===== src/rtl/serial_frame_ctrl.sv =====
// Framed full-duplex serial link controller around a parallel-load / shift-right register.
// Optional even parity bit enabled by defining SERIAL_FRAME_PARITY_EN.
module serial_frame_ctrl #(
  parameter int NBITS = 4
) (
  input  logic             i_clk_2,
  input  logic             i_reset,
  input  logic             i_start,
  input  logic [NBITS-1:0] i_data_in,
  input  logic             i_ser_in,
  output logic             o_ser_out,
  output logic             o_busy,
  output logic             o_done,
  output logic [NBITS-1:0] o_rx_data,
  output logic             o_perr
);

  localparam int CW = $clog2(NBITS);

`ifdef SERIAL_FRAME_PARITY_EN
  typedef enum logic [2:0] {S_IDLE, S_START, S_SHIFT, S_PARITY, S_STOP} state_t;
`else
  typedef enum logic [2:0] {S_IDLE, S_START, S_SHIFT, S_STOP} state_t;
`endif

  state_t           r_state, w_state_nxt;
  logic [NBITS-1:0] r_shreg, w_shreg_nxt;
  logic [CW-1:0]    r_count, w_count_nxt;
  logic             r_tx_par, w_tx_par_nxt;
  logic             r_ser_out, w_ser_out_nxt;
  logic [NBITS-1:0] r_rx_data, w_rx_data_nxt;
`ifdef SERIAL_FRAME_PARITY_EN
  logic             r_perr, w_perr_nxt;
`endif

  // ser_out is registered, so it is computed for the state being entered
  always_comb begin
    w_state_nxt   = r_state;
    w_shreg_nxt   = r_shreg;
    w_count_nxt   = r_count;
    w_tx_par_nxt  = r_tx_par;
    w_ser_out_nxt = 1'b1;
    w_rx_data_nxt = r_rx_data;
`ifdef SERIAL_FRAME_PARITY_EN
    w_perr_nxt    = r_perr;
`endif
    case (r_state)
      S_IDLE: begin
        if (i_start) begin
          w_shreg_nxt   = i_data_in;
          w_tx_par_nxt  = ^i_data_in;
          w_count_nxt   = '0;
          w_state_nxt   = S_START;
          w_ser_out_nxt = 1'b0;
        end
      end
      S_START: begin
        w_state_nxt   = S_SHIFT;
        w_ser_out_nxt = r_shreg[0];
      end
      S_SHIFT: begin
        w_shreg_nxt = {i_ser_in, r_shreg[NBITS-1:1]};
        w_count_nxt = r_count + 1'b1;
        if (r_count == CW'(NBITS - 1)) begin
`ifdef SERIAL_FRAME_PARITY_EN
          w_state_nxt   = S_PARITY;
          w_ser_out_nxt = r_tx_par;
`else
          w_state_nxt   = S_STOP;
          w_ser_out_nxt = 1'b1;
          w_rx_data_nxt = w_shreg_nxt;
`endif
        end else begin
          w_ser_out_nxt = w_shreg_nxt[0];
        end
      end
`ifdef SERIAL_FRAME_PARITY_EN
      S_PARITY: begin
        w_perr_nxt    = i_ser_in ^ (^r_shreg);
        w_rx_data_nxt = r_shreg;
        w_state_nxt   = S_STOP;
      end
`endif
      S_STOP: begin
        w_state_nxt = S_IDLE;
      end
      default: begin
        w_state_nxt = S_IDLE;
      end
    endcase
  end

  always_ff @(posedge i_clk_2) begin
    if (i_reset) begin
      r_state   <= S_IDLE;
      r_shreg   <= '0;
      r_count   <= '0;
      r_tx_par  <= 1'b0;
      r_ser_out <= 1'b1;
      r_rx_data <= '0;
`ifdef SERIAL_FRAME_PARITY_EN
      r_perr    <= 1'b0;
`endif
    end else begin
      r_state   <= w_state_nxt;
      r_shreg   <= w_shreg_nxt;
      r_count   <= w_count_nxt;
      r_tx_par  <= w_tx_par_nxt;
      r_ser_out <= w_ser_out_nxt;
      r_rx_data <= w_rx_data_nxt;
`ifdef SERIAL_FRAME_PARITY_EN
      r_perr    <= w_perr_nxt;
`endif
    end
  end

  assign o_ser_out = r_ser_out;
  assign o_busy    = (r_state != S_IDLE);
  assign o_done    = (r_state == S_STOP);
  assign o_rx_data = r_rx_data;
`ifdef SERIAL_FRAME_PARITY_EN
  assign o_perr    = r_perr;
`else
  assign o_perr    = 1'b0;
`endif

endmodule


===== config.mk =====
export PLATFORM = sky130hd
export DESIGN_NAME = serial_frame_ctrl
export DESIGN_NICKNAME = d
export VERILOG_FILES = /design/src/rtl/serial_frame_ctrl.sv
export SDC_FILE = /design/constraint.sdc
export NUM_CORES = 1
export LEC_CHECK = 0
export ABC_AREA = 1
export CAP_MARGIN = 15
export CORE_ASPECT_RATIO = 1.25
export CORE_MARGIN = 1
export CORE_UTILIZATION = 33
export DETAILED_ROUTE_END_ITERATION = 10
export GPL_TIMING_DRIVEN = 0
export SLEW_MARGIN = 20
export SYNTH_ARGS = -nofsm -noshare
export SYNTH_HDL_FRONTEND = slang
export SYNTH_SLANG_ARGS = --single-unit

===== constraint.sdc =====
create_clock -name i_clk_2 -period 1.28 [get_ports i_clk_2]
set_input_delay 0.32 -clock i_clk_2 [delete_from_list [all_inputs] [get_ports i_clk_2]]
set_output_delay 0.32 -clock i_clk_2 [all_outputs]
set_load 0.05 [all_outputs]

==> results of run 1 <==
## synthesized netlist by cell type (all sizes together)
| cell type | n |
|---|---|
| nand2 | 34 |
| nand3b | 5 |
| buf | 3 |
| dfxtp | 13 |
| nand3 | 6 |
| ha | 5 |
| a21oi | 5 |
| inv | 8 |
| o21ai | 1 |
| conb | 1 |
| nor2 | 13 |
| nand4 | 1 |
## repair_timing
item	CTS	global route
buffers inserted	2	4
endpoints found under the setup margin	8	12
pin swaps	1	6
resized for setup	45	7
## logic make-up (layout without fill, tap and decap cells)
| family | Yosys count | after routing | synth area share (%) |
|---|---|---|---|
| buffers and inverters | 11 | 35 | 8.06 |
| and+or+nand+nor | 59 | 59 | 40.9 |
| AOI/OAI and AO/OA | 6 | 6 | 4.30 |
| other | 1 | 1 | 0.537 |
| adders and majority gates | 5 | 5 | 8.96 |
| DFF | 13 | 13 | 37.3 |
## registers in the layout, summed over array words and instances, names as in the netlist
signal and cells:
o_rx_data 4, o_ser_out 1, r_count 2, r_shreg 4, r_state 2
## path summary, 6_finish.rpt
path | endpoint | slack (ns) | from
setup / recovery | o_busy | -0.07 | r_state[0]$_SDFFE_PP0P_
hold / removal | o_rx_data[2]$_SDFFE_PP0P_ | 0.44 | o_rx_data[2]$_SDFFE_PP0P_
setup reg to reg | r_shreg[1]$_SDFFE_PP0P_ | -0.01 | r_state[1]$_SDFFE_PP0P_
hold reg to reg | o_rx_data[2]$_SDFFE_PP0P_ | 0.44 | o_rx_data[2]$_SDFFE_PP0P_
## worst max-delay path, cell delays in order, from the launching register on
cell and delay [ns]:
sky130_fd_sc_hd__dfxtp_2 0.35, sky130_fd_sc_hd__inv_2 0.06, sky130_fd_sc_hd__ha_4 0.16, sky130_fd_sc_hd__inv_4 0.05, sky130_fd_sc_hd__buf_8 0.13
## per-layer routing
metal / vias to the layer above / GRT usage, % / share of wire, %
met5: - / 0 / 0
met4: 0 / 7.58 / 0.82
met3: 2 / 4.10 / 5.0
met2: 10 / 25.6 / 51
met1: 284 / 13.9 / 43
li1: 342 / - / -
## power groups by stage
stage / clock, mW / combinational (mW) / sequential, mW
global route: 0.291 / 1.13 / 0.604
floorplan: 0 / 0.614 / 0.618
global placement: 0 / 0.835 / 0.587
finish: 0.249 / 1.04 / 0.589
CTS: 0.260 / 0.960 / 0.588
detailed placement: 0 / 0.839 / 0.592
## cells in the final DEF (no fill, tap or decap), types with 5 or more instances in the layout
cell type                          n
sky130_fd_sc_hd__nand3_1           6
sky130_fd_sc_hd__nor2_1           11
sky130_fd_sc_hd__clkdlybuf4s50_1   7
sky130_fd_sc_hd__buf_2             5
sky130_fd_sc_hd__a21oi_1           5
sky130_fd_sc_hd__buf_4             8
sky130_fd_sc_hd__dfxtp_1          11
sky130_fd_sc_hd__nand3b_1          5
sky130_fd_sc_hd__nand2_1          28
## cell type report
class	count	area share (%)
buffer	3	2.77
clock buffer	4	2.77
inverter	8	3.96
multi-input combinational	71	42.6
sequential	13	27.7
tap	20	2.64
timing repair buffer	20	17.5
## through the flow
stage	setup slack [ns]	hold slack (ns)	util [%]
after global placement	-0.653	0.429	43.6
final	-0.0732	0.440	47.9
after CTS	-0.0977	0.444	45.9
after detailed placement	-0.664	0.431	43.6
after floorplan	0.0372	0.389	-
after global routing	-0.140	0.466	47.9
==> impl_table.tex, run 1 <==
\begin{tabular}{lr}
\hline
Metric & Value \\
\hline
\multicolumn{2}{l}{\textbf{Synth}} \\
Number of library cell types mapped by synthesis & 17 \\
Area share of the leading cell type in the synthesized netlist & between 30 and 40\% \\
Synth Instances & 95 \\
Avg Cell Area, Syn & 7.35 um\^{}2 \\
Cells taking the most area after synthesis & sky130\_fd\_sc\_hd\_\_dfxtp\_1, sky130\_fd\_sc\_hd\_\_nand2\_1, sky130\_fd\_sc\_hd\_\_ha\_1, sky130\_fd\_sc\_hd\_\_nor2\_1, sky130\_fd\_sc\_hd\_\_nand3b\_1 \\
Part of the Yosys area used for sequential elements & $\sim$37\% \\
Yosys Warn Count & 0 \\
Synthesis-stage register bit count & 13 \\
Cell type with the largest total area after synthesis & sky130\_fd\_sc\_hd\_\_dfxtp\_1 \\
Mapped Nets & between 100 and 150 \\
Post-synthesis instance area & around 700 um\^{}2 \\
\multicolumn{2}{l}{\textbf{Clock tree}} \\
H-tree depth reported by CTS & 1 \\
Maximum buffer depth of the clock tree & 2 \\
Clock root buffer & sky130\_fd\_sc\_hd\_\_clkbuf\_4 \\
Clock sink count & 13 \\
TritonCTS clock tree & yes \\
Latest clock arrival within the worst-skew pair & 0.27 ns \\
CTS Hold Buffers Added & 0 \\
CTS clk-pin slew, worst paths & $\sim$0.08 ns \\
CTS buffer count & 3 \\
\multicolumn{2}{l}{\textbf{Worst setup path}} \\
Worst-path maximum fanout & 3 \\
Kind of critical path & flop to output port \\
Sort of element at the start of the critical path & flop \\
Cells on worst reg2reg path & 8 \\
Critical path data required time & 0.96 ns \\
CP Capture Type & output port \\
Critical path arrival & 1.03 ns \\
\multicolumn{2}{l}{\textbf{Timing}} \\
Unrepaired setup endpoints after global routing & true \\
Count of endpoints failing hold in the final timing report & 0 \\
Shortest clock period the worst path allows after layout & 1.35 ns \\
Sum of negative setup slack & -0.0987 ns \\
Fin Clk Skew & roughly 0.0016 ns \\
Final Max Tran Viols & 0 \\
Maximum clock rate & 0.739 GHz \\
Final worst slack & -0.0732 ns \\
Portion of the clock cycle consumed by the worst path in the final layout & 106\% \\
Endpoints failing setup & 3 \\
\multicolumn{2}{l}{\textbf{Drt}} \\
Routed wirelength normalized by instance count & $\sim$11 um \\
Via total after detailed routing & between 600 and 700 \\
Detailed Routing Iterations Pass 1 & 2 \\
DRC viols & 0 \\
Routed via count divided by cell count & between 4 and 5 \\
Initial DRC Count & 4 \\
Total wire length after detailed routing & around 1500 um \\
Final antenna-violating net count & 0 \\
\multicolumn{2}{l}{\textbf{Layout}} \\
Sequential cell area & roughly 260 um\^{}2 \\
Non-filler cells in the finished layout & roughly 140 \\
Area used by multi-input combinational logic & a little over 400 um\^{}2 \\
Count of inserted antenna diode cells & 0 \\
Area delta synth->final & 35.8\% \\
Ratio of cells with drive above 1 in the final layout & 29.4\% \\
Fill cell instance count of the final layout & approximately 210 \\
Final Instance Area & about 950 um\^{}2 \\
Final-stage net count & 133 \\
\multicolumn{2}{l}{\textbf{Power and ir drop}} \\
Combinational fraction of design power & 55.4\% \\
P\_sw & 792 uW \\
Final total power & 1.88 mW \\
Worst supply voltage drop on vdd & 0.992 mV \\
Switching part of the total & a little over two fifths \\
Clock power share & 13.3\% \\
Sequential fraction of design power & a little under a third \\
PD cells & 1980 nW/um\^{}2 \\
Internal Power & around 1.1 mW \\
Leakage power total & between 0.4 and 0.5 nW \\
\multicolumn{2}{l}{\textbf{Placement}} \\
Area of placed instances & between 800 and 900 um\^{}2 \\
Detail Placement HPWL & between 1000 and 1500 um \\
GPL Wtd Cong & between 0.7 and 0.8 \\
Number of port buffers & 14 \\
Placed cells & 129 \\
\multicolumn{2}{l}{\textbf{Outcome}} \\
Result of the run & complete, but fails checks \\
Failing checks & negative setup slack \\
\multicolumn{2}{l}{\textbf{Hold path}} \\
Type of the most critical hold path & flop to flop \\
Number of cells on the worst hold path & 2 \\
\multicolumn{2}{l}{\textbf{Global route}} \\
First-pass GRT wire length & around 2400 um \\
Aggregate global routing overflow & 0 \\
Global Route Usage Sum & between 10 and 15\% \\
Number of antenna violations at the first check in global routing & 0 \\
Pin count of the biggest net entering global routing & 11 \\
Number of global-route vias before repair & 600 \\
\multicolumn{2}{l}{\textbf{Floorplan}} \\
Die area & roughly 2300 um\^{}2 \\
Count of pins on the block boundary & 16 \\
Initial standard-cell utilization of the core & a little over a third \\
Standard-cell rows & 18 \\
Core region area & 1980 um\^{}2 \\
Chip height & around 53 um \\
Die W & $\sim$43 um \\
\multicolumn{2}{l}{\textbf{Flow run}} \\
Number of max-cap violations & 0 \\
\hline
\end{tabular}
Note: power is estimated with default switching activity, not from simulation.
==> inputs of run 2 (changes only) <==
- HOLD_SLACK_MARGIN: not set -> 0.15
==> results of run 2 <==
Final layout, timing and power as in run 1 (identical DEF).
==> inputs of run 3 (changes only) <==
- CORE_ASPECT_RATIO: 1.25 -> not set
- CORE_UTILIZATION: 33 -> 47
- PLACE_DENSITY: not set -> 0.76
==> impl_table.tex, run 3 (synthesized netlist as in run 1, its figures left out) <==
\begin{tabular}{lr}
\hline
Metric & Value \\
\hline
\multicolumn{2}{l}{\textbf{Outcome}} \\
Result of the run & complete, but fails checks \\
Failing checks & negative setup slack \\
\multicolumn{2}{l}{\textbf{Timing}} \\
Portion of the clock cycle consumed by the worst path in the final layout & 106\% (+0.46 points) \\
Final Max Tran Viols & 0 (unchanged) \\
Shortest clock period the worst path allows after layout & 1.36 ns (+0.00591 ns) \\
Final worst slack & -0.0792 ns (-0.00591 ns) \\
Maximum clock rate & 0.736 GHz (-0.44\%) \\
Endpoints failing setup & 2 (-1) \\
Count of endpoints failing hold in the final timing report & 0 (unchanged) \\
Fin Clk Skew & 0.00889 ns (+0.00731 ns) \\
Unrepaired setup endpoints after global routing & true \\
\multicolumn{2}{l}{\textbf{Layout}} \\
Fill cell instance count of the final layout & 121 (-43\%) \\
Area delta synth->final & 33.2\% \\
Ratio of cells with drive above 1 in the final layout & 28.6\% (-0.84 points) \\
Area used by multi-input combinational logic & 397 um\^{}2 (-1.9\%) \\
Count of inserted antenna diode cells & 0 (unchanged) \\
Final Instance Area & 930 um\^{}2 (-2.0\%) \\
Final-stage net count & 133 (unchanged) \\
Sequential cell area & 263 um\^{}2 (unchanged) \\
Most used cells in the layout excluding fill and tap cells & sky130\_fd\_sc\_hd\_\_nand2\_1, sky130\_fd\_sc\_hd\_\_nor2\_1, sky130\_fd\_sc\_hd\_\_dfxtp\_1, sky130\_fd\_sc\_hd\_\_buf\_4, sky130\_fd\_sc\_hd\_\_clkdlybuf4s50\_1 \\
Most common cell after layout, fill and taps aside & sky130\_fd\_sc\_hd\_\_nand2\_1 \\
\multicolumn{2}{l}{\textbf{Clock tree}} \\
Maximum buffer depth of the clock tree & 2 (unchanged) \\
CTS buffer count & 3 (unchanged) \\
H-tree depth reported by CTS & 1 (unchanged) \\
Latest clock arrival within the worst-skew pair & 0.28 ns (about the same) \\
Clock sink count & 13 (unchanged) \\
TritonCTS clock tree & yes \\
CTS clk-pin slew, worst paths & 0.07 ns (about the same) \\
Clock root buffer & sky130\_fd\_sc\_hd\_\_clkbuf\_4 \\
\multicolumn{2}{l}{\textbf{Drt}} \\
DRC viols & 0 (unchanged) \\
Detailed Routing Iterations Pass 1 & 4 (+2) \\
Via total after detailed routing & 645 (+1.1\%) \\
Total wire length after detailed routing & 1550 um (+6.0\%) \\
Initial DRC Count & 5 (+1) \\
Routed via count divided by cell count & 4.81 (+4.9\%) \\
Final antenna-violating net count & 0 (unchanged) \\
Routed wirelength normalized by instance count & 11.5 um (+9.9\%) \\
\multicolumn{2}{l}{\textbf{Global route}} \\
Number of global-route vias before repair & 552 (-8.0\%) \\
Met1 track utilization from global routing & 24.9\% (+11 points) \\
Met3 capacity usage during global routing & 10.0\% (+5.9 points) \\
Aggregate global routing overflow & 0 (unchanged) \\
Pin count of the biggest net entering global routing & 11 (unchanged) \\
Number of antenna violations at the first check in global routing & 0 (unchanged) \\
Most Crowded Layer GR & met2 \\
First-pass GRT wire length & 2300 um (-2.6\%) \\
Global Route Usage Sum & 22.1\% (+8.1 points) \\
Global routing met2 resource utilization & 37.7\% (+12 points) \\
\multicolumn{2}{l}{\textbf{Power and ir drop}} \\
Switching part of the total & 42.2\% (about the same) \\
PD cells & 2020 nW/um\^{}2 (+2.0\%) \\
P\_sw & 793 uW (about the same) \\
Sequential fraction of design power & 31.3\% (about the same) \\
Worst supply voltage drop on vdd & 1.22 mV (+23\%) \\
Leakage power total & 0.478 nW (-3.0\%) \\
Internal Power & 1.09 mW (about the same) \\
Combinational fraction of design power & 55.3\% (about the same) \\
Clock power share & 13.4\% (about the same) \\
Final total power & 1.88 mW (about the same) \\
\multicolumn{2}{l}{\textbf{Worst setup path}} \\
Number of buffer and inverter stages on the critical path & 3 (unchanged) \\
Largest stage delay, worst path & 0.36 ns (about the same) \\
Launching element of the worst setup path & r\_state[1]\$\_SDFFE\_PP0P\_ \\
Worst-path maximum fanout & 4 (+1) \\
Top Family by Delay on Critical Path & flip-flops \\
R2r startpoint & r\_state[0]\$\_SDFFE\_PP0P\_ \\
Kind of critical path & flop to output port \\
Sort of element at the start of the critical path & flop \\
Critical path data required time & 0.96 ns (about the same) \\
CP Capture Type & output port \\
Crit path max-delay cell type & sky130\_fd\_sc\_hd\_\_dfxtp\_2 \\
Critical path arrival & 1.04 ns (about the same) \\
CP cell instances & inv\_2 > ha\_4 > inv\_4 > buf\_8 \\
\multicolumn{2}{l}{\textbf{Floorplan}} \\
Chip height & 40.5 um (-24\%) \\
Die W & 40.5 um (-6.0\%) \\
Core region area & 1330 um\^{}2 (-33\%) \\
Standard-cell rows & 13 (-5) \\
Initial standard-cell utilization of the core & 52.3\% (+17 points) \\
Count of pins on the block boundary & 16 (unchanged) \\
Die area & 1640 um\^{}2 (-29\%) \\
\multicolumn{2}{l}{\textbf{Hold path}} \\
Type of the most critical hold path & flop to flop \\
Source of the worst hold timing path & o\_rx\_data[2]\$\_SDFFE\_PP0P\_ \\
\multicolumn{2}{l}{\textbf{Placement}} \\
Number of port buffers & 14 (unchanged) \\
Area of placed instances & 857 um\^{}2 (-0.72\%) \\
GPL Wtd Cong & 0.748 (+2.1\%) \\
Detail Placement HPWL & 1130 um (+5.9\%) \\
\multicolumn{2}{l}{\textbf{Flow run}} \\
Number of max-cap violations & 0 (unchanged) \\
\hline
\end{tabular}
-- run 3: timing repair --
item	in CTS	in global routing
endpoints found under the setup margin	8	8
resized for setup	44	5
buffers inserted	3	2
gates cloned	0	1
hold buffers	0	0
pin swaps	1	1
-- run 3: worst register-to-register path: stages (launching register included) --
cell and delay (ns):
sky130_fd_sc_hd__dfxtp_2 0.35, sky130_fd_sc_hd__inv_2 0.06, sky130_fd_sc_hd__ha_1 0.22, sky130_fd_sc_hd__buf_6 0.15, sky130_fd_sc_hd__nand2_2 0.08, sky130_fd_sc_hd__inv_2 0.07
sky130_fd_sc_hd__nor2_4 0.13, sky130_fd_sc_hd__nand4_1 0.10
-- run 3: per-layer routing --
layer,vias to the layer above,part of all wire [%]
met1,291,44
met2,9,51
met4,0,0.65
li1,343,-
met5,-,0
met3,2,4.3
-- run 3: final timing paths --
kind	end	slack, ns	cells after the start
worst max-delay path	o_busy	-0.08	4
worst min-delay path	o_rx_data[2]$_SDFFE_PP0P_	0.45	2
worst max register to register	o_ser_out$_SDFF_PP1_	0.02	7
worst min register to register	o_rx_data[2]$_SDFFE_PP0P_	0.45	2
-- run 3: metrics by stage --
stage / utilization, % / TNS [ns] / hold WS [ns] / cells / setup WS [ns]
after detailed placement: 64.3 / -2.66 / 0.438 / 124 / -0.682
after global placement: 64.3 / -2.33 / 0.427 / 124 / -0.645
final: 69.7 / -0.116 / 0.446 / 134 / -0.0792
after CTS: 68.1 / -0.147 / 0.450 / 131 / -0.106
after global routing: 69.7 / -0.280 / 0.489 / 134 / -0.125
after floorplan: - / 0 / 0.389 / 95 / 0.0372
-- run 3: power by group through the flow --
stage	Combinational [mW]	Sequential, mW	Clock (mW)
after floorplan	0.614	0.618	0
after global placement	0.825	0.587	0
after detailed placement	0.847	0.591	0
after CTS	0.968	0.590	0.259
after global routing	1.14	0.604	0.280
final	1.04	0.589	0.252
-- run 3: area by class of cell --
class | instances | share of cell area [%]
clock buffers | 4 | 2.83
repair buffers | 20 | 17.6
flip-flops and latches | 13 | 28.3
plain buffers | 3 | 2.83
well taps | 15 | 2.02
inverters | 8 | 3.77
multi-input cells | 71 | 42.7
